==> config.mk <==
export PLATFORM = sky130hd
export DESIGN_NAME = vga_frame_reader_flat
export DESIGN_NICKNAME = d
export VERILOG_FILES = /design/src/rtl/vga_frame_reader_if.sv /design/src/rtl/vga_frame_reader.sv /design/src/flat_wrapper.sv
export SDC_FILE = /design/constraint.sdc
export NUM_CORES = 1
export LEC_CHECK = 0
export CAP_MARGIN = 30
export CELL_PAD_IN_SITES_DETAIL_PLACEMENT = 2
export CELL_PAD_IN_SITES_GLOBAL_PLACEMENT = 2
export CORE_UTILIZATION = 34
export CTS_CLUSTER_SIZE = 20
export DETAILED_ROUTE_END_ITERATION = 8
export PLACE_DENSITY = 0.95
export SYNTH_ARGS = -nofsm -noshare
export SYNTH_HDL_FRONTEND = slang
export SYNTH_SLANG_ARGS = --single-unit
==> constraint.sdc <==
create_clock -name clk -period 3 [get_ports clk]
set_clock_uncertainty 0.05 [all_clocks]
set_input_delay 0.6 -clock clk [delete_from_list [all_inputs] [get_ports clk]]
set_output_delay 0.6 -clock clk [all_outputs]
set_load 0.1 [all_outputs]
==> src/rtl/vga_frame_reader_if.sv <==
// Bundle between the VGA frame reader, its frame RAM read port and the DAC/sync pins.
// The reader drives the address and video pins; the RAM/display side drives enable and read data.
interface vga_frame_reader_if;
    logic        enable;
    logic [18:0] ram_rd_addr;
    logic [7:0]  ram_rd_data;
    logic [7:0]  vga_r;
    logic [7:0]  vga_g;
    logic [7:0]  vga_b;
    logic        vga_hs;
    logic        vga_vs;
    logic        vga_blank_n;
    logic        vga_sync_n;
    logic        frame_start;

    modport master (
        input  enable, ram_rd_data,
        output ram_rd_addr, vga_r, vga_g, vga_b, vga_hs, vga_vs,
               vga_blank_n, vga_sync_n, frame_start
    );

    modport slave (
        output enable, ram_rd_data,
        input  ram_rd_addr, vga_r, vga_g, vga_b, vga_hs, vga_vs,
               vga_blank_n, vga_sync_n, frame_start
    );
endinterface

==> src/rtl/vga_frame_reader.sv <==
// VGA timing generator that streams the frame RAM in raster order through a two-stage
// read pipeline, with syncs and blank delayed to line up with the grayscale pixels.
module vga_frame_reader #(
    parameter int H_ACTIVE = 640,
    parameter int H_FP     = 16,
    parameter int H_SYNC   = 96,
    parameter int H_BP     = 48,
    parameter int V_ACTIVE = 480,
    parameter int V_FP     = 10,
    parameter int V_SYNC   = 2,
    parameter int V_BP     = 33
) (
    input  logic               clk,
    input  logic               rst_n,
    vga_frame_reader_if.master bus
);
    localparam int H_TOTAL = H_ACTIVE + H_FP + H_SYNC + H_BP;
    localparam int V_TOTAL = V_ACTIVE + V_FP + V_SYNC + V_BP;
    localparam int H_W     = $clog2(H_TOTAL);
    localparam int V_W     = $clog2(V_TOTAL);

    localparam logic [H_W-1:0] H_LAST   = H_W'(H_TOTAL - 1);
    localparam logic [H_W-1:0] H_ACT    = H_W'(H_ACTIVE);
    localparam logic [H_W-1:0] HS_FIRST = H_W'(H_ACTIVE + H_FP);
    localparam logic [H_W-1:0] HS_LAST  = H_W'(H_ACTIVE + H_FP + H_SYNC - 1);
    localparam logic [V_W-1:0] V_LAST   = V_W'(V_TOTAL - 1);
    localparam logic [V_W-1:0] V_ACT    = V_W'(V_ACTIVE);
    localparam logic [V_W-1:0] VS_FIRST = V_W'(V_ACTIVE + V_FP);
    localparam logic [V_W-1:0] VS_LAST  = V_W'(V_ACTIVE + V_FP + V_SYNC - 1);

    // Stage 0: raster position, read address and per-frame display latch
    logic [H_W-1:0] r_h_cnt;
    logic [V_W-1:0] r_v_cnt;
    logic [18:0]    r_addr_cnt;
    logic           r_display_on;

    // Stage 1: qualifiers travelling alongside the RAM read
    logic           r_active_d1;
    logic           r_hs_d1;
    logic           r_vs_d1;
    logic           r_display_on_d1;

    // Stage 2: output registers
    logic [7:0]     r_pix;
    logic           r_hs;
    logic           r_vs;
    logic           r_blank_n;

    logic w_h_last;
    logic w_frame_end;
    logic w_origin;
    logic w_active;
    logic w_hs_raw;
    logic w_vs_raw;
    logic w_display_now;

    assign w_h_last    = (r_h_cnt == H_LAST);
    assign w_frame_end = w_h_last && (r_v_cnt == V_LAST);
    assign w_origin    = (r_h_cnt == '0) && (r_v_cnt == '0);
    assign w_active    = (r_h_cnt < H_ACT) && (r_v_cnt < V_ACT);
    assign w_hs_raw    = !((r_h_cnt >= HS_FIRST) && (r_h_cnt <= HS_LAST));
    assign w_vs_raw    = !((r_v_cnt >= VS_FIRST) && (r_v_cnt <= VS_LAST));
    // The pixel at (0,0) already belongs to the new frame, so it uses the value being latched.
    assign w_display_now = w_origin ? bus.enable : r_display_on;

    // NOTE: every register below uses non-blocking assignment so all stages update from
    // the same pre-edge values; blocking here would collapse the pipeline stages.
    always_ff @(posedge clk or negedge rst_n) begin
        if (!rst_n) begin
            r_h_cnt      <= '0;
            r_v_cnt      <= '0;
            r_addr_cnt   <= '0;
            r_display_on <= 1'b0;
        end else begin
            if (w_h_last) begin
                r_h_cnt <= '0;
                r_v_cnt <= (r_v_cnt == V_LAST) ? '0 : r_v_cnt + 1'b1;
            end else begin
                r_h_cnt <= r_h_cnt + 1'b1;
            end

            if (w_frame_end) begin
                r_addr_cnt <= '0;
            end else if (w_active) begin
                r_addr_cnt <= r_addr_cnt + 1'b1;
            end

            if (w_origin) begin
                r_display_on <= bus.enable;
            end
        end
    end

    always_ff @(posedge clk or negedge rst_n) begin
        if (!rst_n) begin
            r_active_d1     <= 1'b0;
            r_hs_d1         <= 1'b1;
            r_vs_d1         <= 1'b1;
            r_display_on_d1 <= 1'b0;
            r_pix           <= '0;
            r_hs            <= 1'b1;
            r_vs            <= 1'b1;
            r_blank_n       <= 1'b0;
        end else begin
            r_active_d1     <= w_active;
            r_hs_d1         <= w_hs_raw;
            r_vs_d1         <= w_vs_raw;
            r_display_on_d1 <= w_display_now;
            r_pix           <= (r_active_d1 && r_display_on_d1) ? bus.ram_rd_data : 8'h00;
            r_hs            <= r_hs_d1;
            r_vs            <= r_vs_d1;
            r_blank_n       <= r_active_d1;
        end
    end

    assign bus.ram_rd_addr = r_addr_cnt;
    assign bus.vga_r       = r_pix;
    assign bus.vga_g       = r_pix;
    assign bus.vga_b       = r_pix;
    assign bus.vga_hs      = r_hs;
    assign bus.vga_vs      = r_vs;
    assign bus.vga_blank_n = r_blank_n;
    assign bus.vga_sync_n  = 1'b0;
    // Gated by reset so the pulse is held off while the counters sit at (0,0) in reset.
    assign bus.frame_start = w_origin && rst_n;
endmodule

==> src/flat_wrapper.sv <==
// flat-port wrapper written by rule: the top's interface ports become plain ports
module vga_frame_reader_flat 
#(
    parameter int H_ACTIVE = 640,
    parameter int H_FP     = 16,
    parameter int H_SYNC   = 96,
    parameter int H_BP     = 48,
    parameter int V_ACTIVE = 480,
    parameter int V_FP     = 10,
    parameter int V_SYNC   = 2,
    parameter int V_BP     = 33
)
  (clk, rst_n, bus_enable, bus_ram_rd_data, bus_ram_rd_addr, bus_vga_r, bus_vga_g, bus_vga_b, bus_vga_hs, bus_vga_vs, bus_vga_blank_n, bus_vga_sync_n, bus_frame_start);
  vga_frame_reader_if bus_i ();
  input  logic clk;
  input  logic rst_n;
  input wire logic [$bits(bus_i.enable)-1:0] bus_enable;
  input wire logic [$bits(bus_i.ram_rd_data)-1:0] bus_ram_rd_data;
  output wire logic [$bits(bus_i.ram_rd_addr)-1:0] bus_ram_rd_addr;
  output wire logic [$bits(bus_i.vga_r)-1:0] bus_vga_r;
  output wire logic [$bits(bus_i.vga_g)-1:0] bus_vga_g;
  output wire logic [$bits(bus_i.vga_b)-1:0] bus_vga_b;
  output wire logic [$bits(bus_i.vga_hs)-1:0] bus_vga_hs;
  output wire logic [$bits(bus_i.vga_vs)-1:0] bus_vga_vs;
  output wire logic [$bits(bus_i.vga_blank_n)-1:0] bus_vga_blank_n;
  output wire logic [$bits(bus_i.vga_sync_n)-1:0] bus_vga_sync_n;
  output wire logic [$bits(bus_i.frame_start)-1:0] bus_frame_start;
  assign bus_i.enable = bus_enable;
  assign bus_i.ram_rd_data = bus_ram_rd_data;
  assign bus_ram_rd_addr = bus_i.ram_rd_addr;
  assign bus_vga_r = bus_i.vga_r;
  assign bus_vga_g = bus_i.vga_g;
  assign bus_vga_b = bus_i.vga_b;
  assign bus_vga_hs = bus_i.vga_hs;
  assign bus_vga_vs = bus_i.vga_vs;
  assign bus_vga_blank_n = bus_i.vga_blank_n;
  assign bus_vga_sync_n = bus_i.vga_sync_n;
  assign bus_frame_start = bus_i.frame_start;
  vga_frame_reader #(.H_ACTIVE(H_ACTIVE), .H_FP(H_FP), .H_SYNC(H_SYNC), .H_BP(H_BP), .V_ACTIVE(V_ACTIVE), .V_FP(V_FP), .V_SYNC(V_SYNC), .V_BP(V_BP)) u_core (.clk(clk), .rst_n(rst_n), .bus(bus_i));
endmodule
==> flow_summary_export.csv, run 1 <==
group,metric,value,unit
power,p_per_area,416.3,nW/um2
clock_tree,cts_max_level,2,
synth,synth.area.top_cells,"dfrtp_1 46%, buf_4 4.9%, dfstp_2 3.8%, nand4_1 3.6%, nand3_1 3.3%",
detailed_routing,drc,0,
cells_and_area,stdcell_count,420,
setup_path,startpoint_type,"flop",
power,switchingPower,422.1,uW
sta,final.setup.tns,0,ns
clock_tree,post_cts_resized,0,
synth,synthAdderAreaFrac,2.731,%
cells_and_area,drive_gt1_share,22.01,%
placement,portBuffers,57,
synth,synth-main-ff-cell,"dfrtp_1",
detailed_routing,wl_met3,239,um
clock_tree,root_buffer,"clkbuf_8",
power,total_power,1361,uW
detailed_routing,drt-pass1-iter-count,4,
die,start_util,35.39,%
placement,place.gp.congestion,0.7938,
setup_path,endpoint_kind,"output pin",
synth,syn_nets,298,
setup_path,cp_data_arrival_time,2.10,ns
die,die_area,8448,um2
detailed_routing,antenna_left,0,
global_route,grt_pass1_vias,2466,
synth,yosys.area_share.simple,23.49,%
placement,dpl.cell_count,412,
power,switching_share,31.02,%
detailed_routing,top_layer,"met4",
cells_and_area,diodes,0,
power,pwr-share-clk,31.5,%
synth,ys_ff_latch,54,
die,ioPinCount,59,
detailed_routing,drt_first_iter_violations,121,
detailed_routing,met2_length,3967,um
clock_tree,cts_hold_buffers,0,
cells_and_area,syn2layout_area_growth,18.89,%
clock_tree,clkTransAtPathRegs,0.10,ns
synth,synth_top_family_by_area,"simple AND/OR/NAND/NOR gates",
clock_tree,cts_max_path_buffers,2,
setup_path,cpPeakStageDelay,0.52,ns
global_route,antenna_found_initial,0,
clock_tree,clock-sinks,54,
die,rows,32,
synth,synth_mux_area_share,1.866,%
global_route,grt_overflow,0,
placement,dp_hpwl,5400,um
sta,max_freq,363.1,MHz
die,coreArea,7767,um2
synth,synth.distinct_cells,41,
synth,synth_top_area_share,45.52,%
cells_and_area,nets,334,
setup_path,crit_fanout,8,
synth,yosys.area.top_type,"dfrtp_1",
synth,synth_area_per_cell,9.783,um2
sta,fin_crit,2.754,ns
synth,ys_seq_area_share,49.34,%
power,irDropWorstVdd,0.1620,mV
setup_path,crit_chain,"nor4_1 -> nand2_1 -> nor4_4 -> buf_12",
job,cap_viol_max_count,0,
synth,yosysWarnings,0,
setup_path,critical_path_required,2.35,ns
worst_hold_path,hold_path_class,"reg -> reg",
cells_and_area,seqCellArea,1356,um2
power,pwr-share-comb,14.1,%
detailed_routing,finalWirelength,7729,um
setup_path,reg2reg_depth,5,
outcome,status,"finished, final reports clean",
global_route,grt_max_degree,55,
die,dieHeight,91.92,um
power,seq_power_share,54.4,%
detailed_routing,vias,2261,
synth,async_flop_share,100.0,%
synth,synth-compound-area-share,8.694,%
clock_tree,clock_latency,0.31,ns
sta,min_period_over_period,91.81,%
detailed_routing,routedWlPerCell,18.40,um
die,die_w,91.92,um
setup_path,critPathSlowestCell,"nor4_1",
clock_tree,cts_tree,"yes",
cells_and_area,fill_cells,872,
clock_tree,cts_buffers,5,
sta,worst_pin_slew,0.6795,ns
power,p_int,938.5,uW
global_route,grt_use_total,19.19,%
global_route,grt_first_pass_wirelength,12750,um
cells_and_area,multiInputGateArea,1170,um2
clock_tree,post_cts_buffers,0,
synth,synth_xor_area_share,5.098,%
power,leakagePower,0.001465,uW
sta,slew_headroom,54.70,%
setup_path,worstSetupPathType,"reg -> out",
synth,synth_edf_count,0,
sta,rsz0062_at_grt,"no",
sta,drv_slew,0,
synth,synthCells,281,
detailed_routing,drt-met1-wl,3407,um
synth,syn_area,2749,um2
sta,hold_violations,0,
detailed_routing,vias_per_cell,5.383,
worst_hold_path,min_delay_path_depth,0,
sta,setup_viol,0,
## state kept, by name (all words and copies together), names as in the netlist
signal and count:
u_core.r_display_on 1, u_core.r_hs_d1 1, u_core.r_vs_d1 1, u_core.bus.vga_blank_n 1, u_core.r_v_cnt 10, u_core.bus.vga_b 8, u_core.r_active_d1 1, u_core.bus.ram_rd_addr 19
u_core.bus.vga_vs 1, u_core.r_h_cnt 10, u_core.bus.vga_hs 1
## cells in the mapped netlist, types with 3 or more instances
| cell type | n |
|---|---|
| dfstp_2 | 4 |
| a21oi_1 | 14 |
| clkbuf_1 | 5 |
| xnor2_1 | 7 |
| buf_2 | 5 |
| nor3_1 | 9 |
| buf_4 | 18 |
| nand2_1 | 16 |
| xor2_1 | 9 |
| nand3_1 | 18 |
| ha_1 | 6 |
| o21ai_0 | 15 |
| and4_1 | 5 |
| nor2_1 | 16 |
| mux2i_1 | 4 |
| inv_1 | 10 |
| or3_1 | 9 |
| nand4_1 | 16 |
| dfrtp_1 | 50 |
| and3_1 | 14 |
| nor4_1 | 3 |
| or4_1 | 3 |
## critical path: cells and delay by family, from the launching register on
family | cells | cell delay, ns
buf+inv | 1 | 0.22
simple gates | 3 | 1.09
flops | 1 | 0.49
## through the flow
| step | worst slack [ns] | hold WS (ns) | instance area (um2) | utilization [%] |
|---|---|---|---|---|
| after floorplan | 0.1912 | 0.2544 | 2764 | - |
| after global placement | 0.6395 | 0.2963 | 3174 | 40.87 |
| after detailed placement | 0.5948 | 0.2997 | 3174 | 40.87 |
| after CTS | 0.2407 | 0.3168 | 3268 | 42.07 |
| after global routing | 0.1350 | 0.3197 | 3268 | 42.07 |
| final | 0.2458 | 0.3135 | 3268 | 42.07 |
## logic make-up (layout without fill, tap and decap cells)
group	Yosys count	after routing
multiplexers	5	5
other	1	1
buffers and inverters	41	78
AND/OR/NAND/NOR	118	118
flip-flops	54	54
AO/OA/AOI/OAI	40	40
adder cells (fa/ha/maj)	6	6
XOR/XNOR	16	16
## layout make-up
class                      instances  share of cell area (%)
tap                              102                   3.905
timing repair buffer              60                   14.78
sequential                        54                   41.50
inverter                          10                   1.149
clock inverter                     3                  0.7657
clock buffer                       5                   2.106
multi-input combinational        186                   35.80
## placed cells by master (no fill, tap or decap), drive strengths merged, types with 2 or more instances in the layout
| cell type | n |
|---|---|
| dfrtp | 50 |
| nor3 | 9 |
| nor2 | 17 |
| or3 | 9 |
| o21ai | 16 |
| nand3 | 18 |
| or2 | 2 |
| or4 | 3 |
| mux2i | 4 |
| nand2 | 16 |
| ha | 6 |
| a31oi | 2 |
| xnor2 | 7 |
| clkdlybuf4s50 | 9 |
| and2 | 2 |
| nand4 | 16 |
| buf | 51 |
| nor2b | 2 |
| xor2 | 9 |
| inv | 11 |
| nor4 | 3 |
| and4 | 5 |
| dfstp | 4 |
| o31ai | 2 |
| a21oi | 14 |
| clkbuf | 5 |
| and3 | 14 |
## worst paths after layout
kind / slack, ns / from / end
min in group asynchronous: 0.40 / rst_n / u_core.bus.ram_rd_addr[18]
max in group asynchronous: 2.05 / rst_n / u_core.bus.ram_rd_addr[1]
worst max-delay path: 0.25 / u_core.r_v_cnt[5] / bus_frame_start
worst max register to register: 0.54 / u_core.r_h_cnt[5] / u_core.bus.ram_rd_addr[1]
worst min register to register: 0.31 / u_core.r_hs_d1 / u_core.bus.vga_hs
worst min-delay path: 0.31 / u_core.r_hs_d1 / u_core.bus.vga_hs
## layer usage
metal,track usage [%],vias to the layer above
met5,0,-
met4,5.208,0
met3,2.819,10
met2,34.64,49
met1,23.75,1156
li1,-,1046
## power by group through the flow
| stage | logic [uW] | clock network [uW] | registers (uW) |
|---|---|---|---|
| 2_1_floorplan | 111 | 0 | 793 |
| 3_3_place_gp | 191 | 0 | 753 |
| 3_5_place_dp | 193 | 0 | 754 |
| 4_1_cts | 194 | 441 | 740 |
| 5_1_grt | 198 | 466 | 741 |
| 6_report | 192 | 429 | 740 |
Note: power is estimated with default switching activity, not from simulation.
==> inputs of run 2 (changes only) <==
Settings changed: CORE_ASPECT_RATIO set to 0.8, GPL_TIMING_DRIVEN set to 0, SKIP_CTS_REPAIR_TIMING set to 1.
==> run 2 against run 1 <==
Critical path depth grew 1. Critical path type unchanged. Die area is essentially flat. Core utilization grew 5.2 points. Routed wire length grew 45%. Setup slack lost 0.11 ns. Hold slack lost 0.15 ns. Design area grew 10%. Non-clock buffer count grew 29.
==> flow_summary_export.csv, run 2 (synthesis results as in run 1) <==
group,metric,value,unit
outcome,status,"finished, final reports clean",
job,cap_viol_max_count,0,
sta,fin_crit,2.864,ns
cells_and_area,fin_area,3595,um2
power,switching_share,30.82,%
placement,dpl-instance-area,3481,um2
global_route,grt_use_total,28.65,%
detailed_routing,routedWlPerCell,24.73,um
sta,hold_violations,0,
clock_tree,root_buffer,"clkbuf_8",
die,die_w,102.5,um
detailed_routing,drc,0,
cells_and_area,diodes,0,
setup_path,endpoint_kind,"output pin",
die,rows,28,
detailed_routing,vias,2537,
global_route,grt_first_pass_wirelength,17390,um
power,pwr-share-comb,15.2,%
cells_and_area,largest_reg_flops,19,
sta,hold_ws,0.1642,ns
power,p_int,1003,uW
setup_path,cp_data_arrival_time,2.21,ns
cells_and_area,syn2layout_area_growth,30.77,%
power,switchingPower,447.0,uW
setup_path,crit_fanout,8,
clock_tree,clock-sinks,54,
clock_tree,cts_buffers,5,
die,dieHeight,82.43,um
clock_tree,cts_max_path_buffers,2,
sta,rsz0062_at_grt,"no",
cells_and_area,drive_gt1_share,14.41,%
worst_hold_path,hold_path_class,"in -> async",
sta,setup_viol,0,
sta,slew_headroom,30.46,%
power,irDropWorstVdd,0.1999,mV
setup_path,r2r-start,"u_core.r_h_cnt[0]",
detailed_routing,drt-pass1-iter-count,4,
sta,max_freq,349.2,MHz
sta,min_period_over_period,95.46,%
clock_tree,clock_latency,0.34,ns
setup_path,r2r_end,"u_core.bus.ram_rd_addr[15]",
power,pwr-share-clk,33.7,%
placement,portBuffers,57,
sta,drv_slew,0,
detailed_routing,finalWirelength,11180,um
detailed_routing,antenna_left,0,
placement,place.gp.congestion,0.8253,
sta,layout_setup_ws,0.1363,ns
global_route,grt_max_degree,39,
die,die_area,8451,um2
cells_and_area,final_common_cell,"clkdlybuf4s50_1",
die,coreArea,7602,um2
cells_and_area,layout_common_cells,"55 x clkdlybuf4s50_1, 50 x dfrtp_1, 18 x nand3_1, 18 x buf_4",
setup_path,cp-endpoint,"bus_frame_start",
global_route,antenna_found_initial,0,
clock_tree,clkTransAtPathRegs,0.12,ns
setup_path,startpoint_type,"flop",
cells_and_area,nets,363,
clock_tree,cts_max_level,2,
detailed_routing,vias_per_cell,5.613,
setup_path,r2r_setup_slack,0.32,ns
clock_tree,cts_tree,"yes",
global_route,grt_pass1_vias,2803,
placement,dpl_worst_slack,-0.3450,ns
setup_path,worstSetupPathType,"reg -> out",
placement,dp_hpwl,6902,um
die,ioPinCount,59,
die,start_util,36.16,%
power,leakagePower,0.001538,uW
detailed_routing,drt_first_iter_violations,119,
setup_path,reg2reg_depth,7,
sta,worst_pin_slew,1.040,ns
power,seq_power_share,51.1,%
setup_path,startpoint,"u_core.r_v_cnt[5]",
power,p_per_area,403.5,nW/um2
global_route,grt_overflow,0,
setup_path,critical_path_required,2.35,ns
run 2: cell type report:
type | count | area, um2
clock buffer | 7 | 96.34
buffer | 31 | 200.2
multi-input combinational | 186 | 1181
sequential | 54 | 1356
fill | 791 | 4008
tap | 105 | 131.4
timing repair buffer | 58 | 583.1
clock inverter | 1 | 8.758
inverter | 10 | 37.54
run 2: worst max-delay path: stages, from the launching register on:
cell and delay [ns]:
dfrtp_1 0.39, buf_2 0.20, nor4_2 0.45, nand2_1 0.21, nor4_4 0.28, clkbuf_4 0.37
run 2: worst min-delay path by stage:
stage,endpoint,slack [ns],from,cells after the start
CTS,u_core.bus.vga_b[5],0.17,rst_n,1
detailed placement,u_core.bus.vga_hs,0.30,u_core.r_hs_d1,0
global placement,u_core.bus.vga_hs,0.30,u_core.r_hs_d1,0
finish,u_core.r_h_cnt[7],0.16,rst_n,1
global route,u_core.r_h_cnt[7],0.18,rst_n,1
floorplan,u_core.bus.ram_rd_addr[0],0.25,rst_n,0
run 2: power groups by stage:
stage / Sequential [uW] / Clock, uW / Combinational (uW)
after floorplan: 793 / 0 / 111
after global placement: 753 / 0 / 212
after detailed placement: 755 / 0 / 220
after CTS: 741 / 496 / 223
after global routing: 742 / 512 / 228
final: 741 / 488 / 221
run 2: through the flow:
stage	total power [uW]	instances	setup TNS [ns]	util, %
2_1_floorplan	904.6	281	0	-
3_3_place_gp	965.0	443	-26.36	45.59
3_5_place_dp	974.5	444	-0.3450	45.79
4_1_cts	1460	452	-0.8513	47.17
5_1_grt	1482	452	0	47.28
6_report	1450	452	0	47.28
run 2: metal layers:
metal	vias up	track usage, %	part of all wire (%)
met1	1305	34.16	41
met5	-	0	0
li1	1110	-	-
met3	38	4.798	4.0
met4	0	14.43	4.2
met2	84	50.20	51
==> inputs of run 3 (changes only) <==
Settings changed: ABC_AREA set to 1, CORE_UTILIZATION 34 to 33, GPL_TIMING_DRIVEN 0 to 1.
==> run 3 against run 2 <==
First-iteration DRC count up 23%. Clock power up 38%. Global-route usage down 4.6 points. Fmax up 7.6%. Setup slack better by 0.20 ns. Critical endpoint unchanged. Critical path depth up 2. Flip-flop and latch count unchanged. Die area up 16%. Total power up 11%.
==> flow_summary_export.csv, run 3 <==
group,metric,value,unit
sta,hold_violations,0,
die,ioPinCount,59,
synth,synth-main-ff-cell,"dfrtp_1",
clock_tree,clkTransAtPathRegs,0.07,ns
sta,fin_crit,2.660,ns
cells_and_area,largest_reg_flops,19,
worst_hold_path,min-delay-start,"u_core.r_vs_d1",
synth,ys_seq_area_share,43.71,%
clock_tree,cts_max_level,2,
placement,place.gp.congestion,0.7755,
synth,syn_area,3103,um2
cells_and_area,fill_cells,1011,
clock_tree,cts_tree,"yes",
worst_hold_path,min_delay_path_depth,0,
power,p_per_area,430.0,nW/um2
synth,synth.distinct_cells,38,
setup_path,startpoint_type,"flop",
setup_path,worstSetupPathType,"reg -> out",
global_route,antenna_found_initial,0,
synth,synth.cells.most_frequent,"70 x nand2_1, 56 x nor2_1, 52 x inv_1",
clock_tree,cts_max_path_buffers,2,
cells_and_area,layout_common_cells,"70 x nand2_1, 56 x nor2_1, 52 x inv_1, 50 x dfrtp_1, 48 x buf_4",
detailed_routing,drt-pass1-iter-count,4,
cells_and_area,diodes,0,
sta,setup_viol,0,
synth,async_flop_share,100.0,%
job,cap_viol_max_count,0,
sta,rsz0062_at_grt,"no",
detailed_routing,routedWlPerCell,20.90,um
setup_path,crit_fanout,7,
global_route,grt_overflow,0,
detailed_routing,finalWirelength,11350,um
setup_path,endpoint_kind,"output pin",
synth,synthCells,380,
setup_path,r2r_setup_slack,0.82,ns
synth,synth_most_common_cell,"nand2_1",
synth,syn_nets,397,
setup_path,critical_path_required,2.35,ns
placement,dp_hpwl,7898,um
global_route,grt_max_degree,55,
synth,synth_top_area_share,40.32,%
clock_tree,root_buffer,"clkbuf_16",
synth,ys_ff_latch,54,
worst_hold_path,hold_end,"u_core.bus.vga_vs",
synth,yosysWarnings,0,
power,leakagePower,0.001920,uW
setup_path,critical_path.top_delay_family,"simple AND/OR/NAND/NOR gates",
die,die_area,9797,um2
sta,max_freq,375.9,MHz
setup_path,cpPeakStageDelay,0.51,ns
die,coreArea,9076,um2
sta,drv_slew,0,
global_route,grt_pass1_vias,3152,
setup_path,r2r_end,"u_core.bus.ram_rd_addr[10]",
sta,slew_headroom,52.23,%
synth,yosys.area.top_type,"dfrtp_1",
setup_path,crit_chain,"inv_1 -> ha_1 -> nand3_1 -> nor2_1 -> nand3_1 -> nor2_1 -> buf_12",
cells_and_area,syn2layout_area_growth,20.52,%
placement,dpl.cell_count,535,
global_route,grt_first_pass_wirelength,17890,um
synth,synth_area_per_cell,8.166,um2
clock_tree,clock-sinks,54,
setup_path,critPathSlowestCell,"dfrtp_1",
detailed_routing,vias,2784,
detailed_routing,drt_first_iter_violations,146,
global_route,grt_use_total,24.07,%
sta,min_period_over_period,88.68,%
detailed_routing,drc,0,
die,die_w,110.4,um
sta,hold_ws,0.3079,ns
setup_path,reg2reg_depth,11,
outcome,status,"finished, final reports clean",
worst_hold_path,hold_path_class,"reg -> reg",
setup_path,startpoint,"u_core.r_v_cnt[0]",
sta,worst_pin_slew,0.7165,ns
setup_path,cp_num_buf_inv,2,
cells_and_area,stdcell_count,543,
power,irDropWorstVdd,0.2522,mV
setup_path,r2r-start,"u_core.r_v_cnt[0]",
cells_and_area,utilization,41.20,%
die,start_util,34.19,%
detailed_routing,vias_per_cell,5.127,
cells_and_area,final_common_cell,"nand2_1",
detailed_routing,antenna_left,0,
placement,portBuffers,57,
synth,synth.area.top_cells,"dfrtp_1 40%, nand2_1 8.5%, nor2_1 6.8%, inv_1 6.3%, nand3_1 4.8%",
setup_path,cp_data_arrival_time,2.01,ns
sta,final.setup.tns,0,ns
cells_and_area,drive_gt1_share,20.56,%
clock_tree,cts_buffers,5,
synth,synth_edf_count,0,
cells_and_area,nets,444,
die,rows,31,
die,dieHeight,88.73,um
clock_tree,clock_latency,0.30,ns
## run 3: power by group
group          leakage, uW  switching, uW  internal [uW]
sequential        0.000690           5.81            734
clock            0.0000810            277            396
combinational      0.00115            160           34.6
total              0.00192            443           1160
## run 3: layer usage
metal  share of wire (%)  track usage [%]
met4                 2.4            9.212
met5                   0                0
met2                  52            44.33
met3                 2.9            3.630
met1                  42            28.88
## run 3: cell families after synthesis
group / after synthesis / synth area share [%]
and+or+nand+nor: 201 / 32.42
buffers and inverters: 75 / 11.77
DFF: 54 / 43.71
AOI/OAI and AO/OA: 27 / 5.041
xor gates and xnor gates: 16 / 4.516
adders and majority gates: 6 / 2.419
other: 1 / 0.1209
## run 3: per-stage QoR
step	setup slack (ns)	instance area [um2]	total power, uW
6_report	0.3396	3740	1608
5_1_grt	0.2602	3740	1652
4_1_cts	0.3550	3740	1628
3_5_place_dp	0.7643	3572	950.9
3_3_place_gp	0.8845	3572	946.3
2_1_floorplan	0.1124	3103	905.4
## run 3: worst max path at each step
stage | end | slack, ns | depth (start not counted)
5_1_grt | bus_frame_start | 0.26 | 7
2_1_floorplan | bus_frame_start | 0.11 | 6
3_3_place_gp | bus_frame_start | 0.88 | 7
6_report | bus_frame_start | 0.34 | 7
4_1_cts | bus_frame_start | 0.36 | 7
3_5_place_dp | bus_frame_start | 0.76 | 7
## run 3: cell type report
class | count | area [um2] | share of cell area, %
clock buffer | 6 | 128.9 | 3.446
clock inverter | 2 | 38.79 | 1.037
timing repair buffer | 59 | 475.5 | 12.71
multi-input combinational | 251 | 1381 | 36.94
tap | 115 | 143.9 | 3.847
inverter | 56 | 215.2 | 5.754
sequential | 54 | 1356 | 36.27
